### config.mk
export PLATFORM = sky130hd
export DESIGN_NAME = mc_ctrl
export DESIGN_NICKNAME = d
export VERILOG_FILES = /design/src/rtl/mc_ctrl.sv
export SDC_FILE = /design/constraint.sdc
export NUM_CORES = 1
export LEC_CHECK = 0
export BUFFER_PORTS_ARGS = -buffer_cell sky130_fd_sc_hd__buf_2
export CAP_MARGIN = 20
export CORE_MARGIN = 4
export CORE_UTILIZATION = 37
export DETAILED_ROUTE_END_ITERATION = 8
export PLACE_DENSITY = 0.66
export SLEW_MARGIN = 25
export SYNTH_ARGS = -nofsm -noshare
export SYNTH_HDL_FRONTEND = slang
export SYNTH_SLANG_ARGS = --single-unit
export TNS_END_PERCENT = 5
### constraint.sdc
create_clock -name clk -period 2.2 [get_ports clk]
set_input_delay 0.22 -clock clk [delete_from_list [all_inputs] [get_ports clk]]
set_output_delay 0.22 -clock clk [all_outputs]
set_load 0.02 [all_outputs]
### src/rtl/mc_ctrl.sv
// Multi-cycle MIPS-subset controller: Moore FSM FETCH/DCD/EXE/MEM/WB with memory handshakes.
// Optional MC_CTRL_PERF_EN adds a retired-instruction counter output instr_cnt.
module mc_ctrl (
  input  logic        clk,
  input  logic        reset,
  input  logic [5:0]  opcode,
  input  logic [5:0]  funct,
  input  logic        Zero,
  input  logic        im_ready,
  input  logic        dm_ready,
  output logic        im_req,
  output logic        dm_req,
  output logic        PCWr,
  output logic        IRWr,
  output logic        GRFWr,
  output logic        DMWr,
  output logic [1:0]  NPCOp,
  output logic [1:0]  ALUOp,
  output logic [1:0]  A3Sel,
  output logic [1:0]  WDSel,
  output logic        BSel,
  output logic        EXTOp,
  output logic        illegal
`ifdef MC_CTRL_PERF_EN
  ,
  output logic [31:0] instr_cnt
`endif
);

  typedef enum logic [2:0] {FETCH = 3'd0, DCD = 3'd1, EXE = 3'd2, MEM = 3'd3, WB = 3'd4} state_t;
  typedef enum logic [3:0] {I_NOP, I_ADDU, I_SUBU, I_ORI, I_LUI, I_LW, I_SW, I_BEQ, I_JR, I_JAL, I_ILL} instr_t;

  state_t state_reg, state_next;
  instr_t instr;
  logic   retire;

  always_comb begin
    instr = I_ILL;
    case (opcode)
      6'h00: begin
        case (funct)
          6'h00: instr = I_NOP;
          6'h21: instr = I_ADDU;
          6'h23: instr = I_SUBU;
          6'h08: instr = I_JR;
          default: instr = I_ILL;
        endcase
      end
      6'h0D: instr = I_ORI;
      6'h0F: instr = I_LUI;
      6'h23: instr = I_LW;
      6'h2B: instr = I_SW;
      6'h04: instr = I_BEQ;
      6'h03: instr = I_JAL;
      default: instr = I_ILL;
    endcase
  end

  // Each ready is only looked at in its own state, so stray or overlapping readies are harmless.
  always_comb begin
    state_next = state_reg;
    retire     = 1'b0;
    case (state_reg)
      FETCH: if (im_ready) state_next = DCD;
      DCD: begin
        case (instr)
          I_ADDU, I_SUBU, I_ORI, I_LUI, I_LW, I_SW, I_BEQ, I_JR: state_next = EXE;
          I_JAL:   state_next = WB;
          I_NOP:   begin state_next = FETCH; retire = 1'b1; end
          default: state_next = FETCH;
        endcase
      end
      EXE: begin
        case (instr)
          I_ADDU, I_SUBU, I_ORI, I_LUI: state_next = WB;
          I_LW, I_SW: state_next = MEM;
          default: begin state_next = FETCH; retire = 1'b1; end
        endcase
      end
      MEM: begin
        if (dm_ready) begin
          if (instr == I_LW) begin
            state_next = WB;
          end else begin
            state_next = FETCH;
            retire     = 1'b1;
          end
        end
      end
      WB: begin
        state_next = FETCH;
        retire     = 1'b1;
      end
      default: state_next = FETCH;
    endcase
  end

  always_ff @(posedge clk or negedge reset) begin
    if (!reset) state_reg <= FETCH;
    else        state_reg <= state_next;
  end

  // Outputs are gated by reset so they drop the instant reset goes low.
  always_comb begin
    im_req  = 1'b0;
    dm_req  = 1'b0;
    PCWr    = 1'b0;
    IRWr    = 1'b0;
    GRFWr   = 1'b0;
    DMWr    = 1'b0;
    NPCOp   = 2'b00;
    ALUOp   = 2'b00;
    A3Sel   = 2'b00;
    WDSel   = 2'b00;
    BSel    = 1'b0;
    EXTOp   = 1'b0;
    illegal = 1'b0;
    if (reset) begin
      case (state_reg)
        FETCH: begin
          im_req = 1'b1;
          PCWr   = im_ready;
          IRWr   = im_ready;
        end
        DCD: illegal = (instr == I_ILL);
        EXE, MEM: begin
          case (instr)
            I_SUBU: ALUOp = 2'b01;
            I_ORI:  begin ALUOp = 2'b10; BSel = 1'b1; end
            I_LW, I_SW: begin BSel = 1'b1; EXTOp = 1'b1; end
            I_BEQ:  begin ALUOp = 2'b01; NPCOp = 2'b01; PCWr = Zero; end
            I_JR:   begin NPCOp = 2'b11; PCWr = 1'b1; end
            default: ;
          endcase
          if (state_reg == MEM) begin
            dm_req = 1'b1;
            DMWr   = (instr == I_SW);
          end
        end
        WB: begin
          GRFWr = 1'b1;
          case (instr)
            I_ORI: A3Sel = 2'b01;
            I_LUI: begin A3Sel = 2'b01; WDSel = 2'b11; end
            I_LW:  begin A3Sel = 2'b01; WDSel = 2'b01; end
            I_JAL: begin A3Sel = 2'b10; WDSel = 2'b10; NPCOp = 2'b10; PCWr = 1'b1; end
            default: ;
          endcase
        end
        default: ;
      endcase
    end
  end

`ifdef MC_CTRL_PERF_EN
  logic [31:0] cnt_reg;

  always_ff @(posedge clk or negedge reset) begin
    if (!reset)      cnt_reg <= 32'd0;
    else if (retire) cnt_reg <= cnt_reg + 32'd1;
  end

  assign instr_cnt = cnt_reg;
`else
  logic unused_retire;
  assign unused_retire = retire;
`endif

endmodule

# Word-level counts from Yosys, hierarchy flattened
# Cells that the tools add are included.
op_classes:
  n_eq_ne: 25
  muxes: 45
  n_reduce_logical: 11
ops:
  columns: ["op", "n"]
  rows:
  - ["4-bit case mux with 7 select lines", 1]
  - ["6-bit equality test (second input constant)", 4]
  - ["1-bit two-way mux", 22]
  - ["6-bit by 4-bit equality test with 1-bit output (second input constant)", 3]
  - ["4-bit by 3-bit equality test with 1-bit output (second input constant)", 4]
  - ["2-bit two-way mux", 8]
  - ["2-bit case mux with 2 select lines", 4]
  - ["4-bit case mux with 4 select lines", 1]
  - ["4-bit equality test (second input constant)", 3]
  - ["6-bit zero test", 2]
  - ["3-bit case mux with 2 select lines", 2]
  - ["3-bit case mux with 4 select lines", 1]
  - ["3-bit two-way mux", 3]
  - ["4-bit by 2-bit equality test with 1-bit output (second input constant)", 2]
  - ["8-bit OR reduction", 1]
  - ["3-bit by 2-bit equality test with 1-bit output (second input constant)", 2]
  - ["6-bit by 2-bit equality test with 1-bit output (second input constant)", 1]
  - ["6-bit by 3-bit equality test with 1-bit output (second input constant)", 1]
  - ["2-bit case mux with 3 select lines", 1]
  - ["2-bit OR reduction", 3]
  - ["3-bit OR reduction", 2]
  - ["4-bit by 1-bit equality test with 1-bit output (second input constant)", 1]
  - ["2-bit != test (second input constant)", 2]
  - ["4-bit OR reduction", 1]
  - ["other kinds (6)", 6]
word_totals:
  output_inout_bits: 17
  wordCells: 82
  register_bits: 3

# Logic depth before layout (Yosys ltp)
depth:
  ltp_word: 8
  mapped_depth: 7
  ltp_nobuf: 6

# Least setup slack after synthesis
# OpenSTA, ideal clock, no wires.
synth_path:
  kind: "input port to output port"
  start: "input opcode[0]"
  end: "output PCWr"
  arrival_ns: 1.892
  path_stages: 6
  t_required_ns: 1.980
  path_slack_ns: 0.088
  cell_sequence: "clkbuf_8 -> or4_4 -> o31ai_4 -> nand3_2 -> o32a_1 -> a21oi_1"
synth_via:
  elab_chain_cells: 6
  word_cells_on_any_way: 15
  classes_between: "9 x eq/ne; 5 x mux; 1 x reduce/logical"
synth_rtl:
  columns: ["element", "line_no", "source"]
  rows:
  - ["start, declared", "6", "input logic [5:0] opcode,"]
  - ["6-bit by 2-bit equality test with 1-bit output, or another cell as far along", "39", "case (opcode)"]
  - ["4-bit case mux with 7 select lines *", "39", null]
  - ["4-bit equality test, or another cell as far along", "127", "case (instr)"]
  - ["1-bit case mux with 2 select lines / 1-bit two-way mux (equally long branches)", "127, 142", null]
  - ["1-bit case mux with 3 select lines *", "119", "case (state_reg)"]
  - ["1-bit two-way mux *", "118", "if (reset) begin"]
  - ["end, declared", "13", "output logic PCWr,"]
# Every way passes the cells marked *; elsewhere a longest branch is shown, timed or not.

# Worst setup path in the final report
layout_path:
  start: "input opcode[4]"
  end: "output PCWr"
# Same word-level chain as after synthesis.

==> impl_metrics.yaml <==
pwr:
  peakVddDrop_uv: 229
  p_clk_share_pct: 23.4
  p_total_mw: 0.416
  pwr-share-seq_pct: 23.4
  comb_power_share_pct: 53.2
  p_switching_mw: 0.185
  p_leak_nw: 0.426
  power_density_mw_per_mm2: 431
  p_int_mw: 0.231
  switching_share_pct: 44.4
placement:
  gp_congestion: 0.876
  portBuffers: 33
  dp.cells: 158
  hpwl_mm: 1.73
synth:
  synth-main-ff-cell: "dfrtp_1"
  synth_cells: 98
  synth_seq_area_share_pct: 10.9
  synth-seq-cells: 3
  yosysWarnings: 0
  syn-num-nets: 115
  avgSynthCellArea_um2: 7.05
  synth_edf_count: 0
  async_flop_share_pct: 100
  synth_cell_type_count: 46
  syn_area_um2: 691
clock_tree:
  cts_sinks: 3
  clk_pin_slew_ns: 0.04
  cts_tree: "yes"
  cts_root_buf: "clkbuf_4"
  h-tree-depth: 1
  cts.path.max_buffers: 2
  worstSkewPairLatency_ns: 0.23
  cts_buffers: 3
timing:
  fmax_ghz: 0.467
  finalMaxSlewViolations: 0
  rsz0062_at_grt: "yes"
  fin_skew_ns: 0.00402
  slew_headroom_pct: 71.1
  tns_ns: 0
  tightest_slew_ns: 0.433
  hold_viol_final: 0
  finalCritPeriodShare_pct: 97.3
  min_period_ns: 2.14
  setup_violations: 0
die:
  die_area_mm2: 0.00262
  core_region_area_mm2: 0.00175
  row_count: 15
  initial_core_util_pct: 39.6
  die_h_um: 51.2
  die_w_um: 51.2
  ioPinCount: 34
hold_path:
  hold_path.class: "primary input to asynchronous set/reset pin"
drt:
  final_antenna_net_count: 0
  viasPerCell: 5.40
  drt_iter0_drc: 27
  vias: 886
  route.detailed.drc: 0
  wl_mm: 2.09
  firstDrtPassIters: 4
  wl_per_cell_um: 12.7
grt:
  grt_antenna_before_repair: 0
  grt_max_degree: 11
  grt.overflow.total: 0
  grtUsageTotal_pct: 15.9
  grt_pass1_wl_mm: 3.29
  grt_pass1_vias: 752
final_layout:
  regArea_um2: 75.1
  nets: 157
  layout_commonest_cell: "buf_2"
  diodes: 0
  fillers: 174
  fin_cells: 164
  area_growth_pct: 39.7
  final_cell_mix: "29 x buf_2, 10 x nor2_1, 10 x nand2_1, 10 x buf_4, 7 x a21oi_1"
  drive_gt1_share_pct: 41.0
  multi_input_area_um2: 564
  largest_reg_flops: 3
worst_setup_path:
  crit_required_ns: 1.98
  r2r_cells: 5
  path_buf_inv: 2
  crit_path_start_kind: "primary input"
  cp_cell_sequence: "buf_6 -> or4_4 -> o31ai_4 -> nand3_2 -> o32a_1 -> a21oi_2 -> buf_4"
  critPathCaptureType: "primary output"
  critPathArrivalTime_ns: 1.92
  r2r-end: "state_reg[1]"
  path_class: "primary input to primary output"
  cp_slowest_stage_delay_ns: 0.56
  crit_family: "compound AO/OA/AOI/OAI gates"
  crit_fanout: 4
  crit_path_top_delay_cell: "or4_4"
  regToRegStartpoint: "state_reg[1]"
  rrSetupSlack_ns: 0.51
run_status:
  status: "finished clean"
job:
  drv_cap: 0
[worst max path at each step]
stage                          from       end  cells past startpoint
final                     opcode[4]      PCWr                      7
after global routing      opcode[4]  NPCOp[1]                      7
after CTS                 opcode[4]      PCWr                      7
after detailed placement  opcode[4]      PCWr                      7
after global placement    opcode[4]      PCWr                      7
after floorplan           opcode[0]      PCWr                      6
[kinds of logic (layout without fill, tap and decap cells)]
group	after synthesis	after routing	share of synthesized area, %
and+or+nand+nor	56	56	46.6
DFF	3	3	10.9
xor gates and xnor gates	1	1	1.27
AOI/OAI and AO/OA	29	29	32.8
buffers and inverters	9	50	8.51
[stage by stage]
| step | worst slack, ns | hold WS (ns) | area, um^2 | utilization [%] |
|---|---|---|---|---|
| floorplan | 0.0875 | -0.0756 | 691 | - |
| global placement | 0.0484 | 0.0405 | 896 | 51.3 |
| detailed placement | 0.00588 | 0.0454 | 896 | 51.3 |
| CTS | 0.00684 | 0.347 | 932 | 53.4 |
| global route | -0.0263 | 0.354 | 965 | 55.3 |
| finish | 0.0587 | 0.353 | 965 | 55.3 |
[synthesized netlist by cell type, types with 2 or more instances]
| master | instances | area share [%] |
|---|---|---|
| a21oi_1 | 9 | 6.5 |
| and3_1 | 5 | 4.5 |
| buf_4 | 2 | 2.2 |
| dfrtp_1 | 3 | 11 |
| inv_1 | 4 | 2.2 |
| nand2_1 | 10 | 5.4 |
| nand2b_1 | 3 | 2.7 |
| nand3_1 | 3 | 2.2 |
| nand4b_1 | 3 | 3.8 |
| nor2_1 | 10 | 5.4 |
| nor2b_1 | 2 | 1.8 |
| nor3_1 | 5 | 3.6 |
| o21a_1 | 2 | 2.2 |
| o21ai_0 | 4 | 2.9 |
| or2_2 | 2 | 1.8 |
[per-layer routing]
layer | vias to the layer above | share of wire [%] | track usage (%)
li1 | 452 | - | -
met1 | 398 | 45 | 22.4
met2 | 36 | 47 | 26.8
met3 | 0 | 8.1 | 1.75
met4 | 0 | 0 | 1.35
met5 | - | 0 | 0
[power by group through the flow]
stage / clock network (mW) / logic [mW] / registers (mW)
final: 0.0973 / 0.221 / 0.0970
after global routing: 0.108 / 0.238 / 0.101
after CTS: 0.101 / 0.213 / 0.0963
after detailed placement: 0 / 0.210 / 0.0970
after global placement: 0 / 0.207 / 0.0983
after floorplan: 0 / 0.175 / 0.0713
[final cells by class]
type / instances / share of cell area (%)
clock buffer: 4 / 2.72
timing repair buffer: 42 / 26.2
inverter: 4 / 1.56
sequential: 3 / 7.78
multi-input combinational: 86 / 58.5
tap: 25 / 3.24
[timing repair]
action,CTS,global route
buffers inserted,0,1
setup endpoints to repair,0,2
endpoints found under the hold margin,3,0
hold buffers,1,0
gates resized for setup,0,6
(Power assumes the default switching activity.)
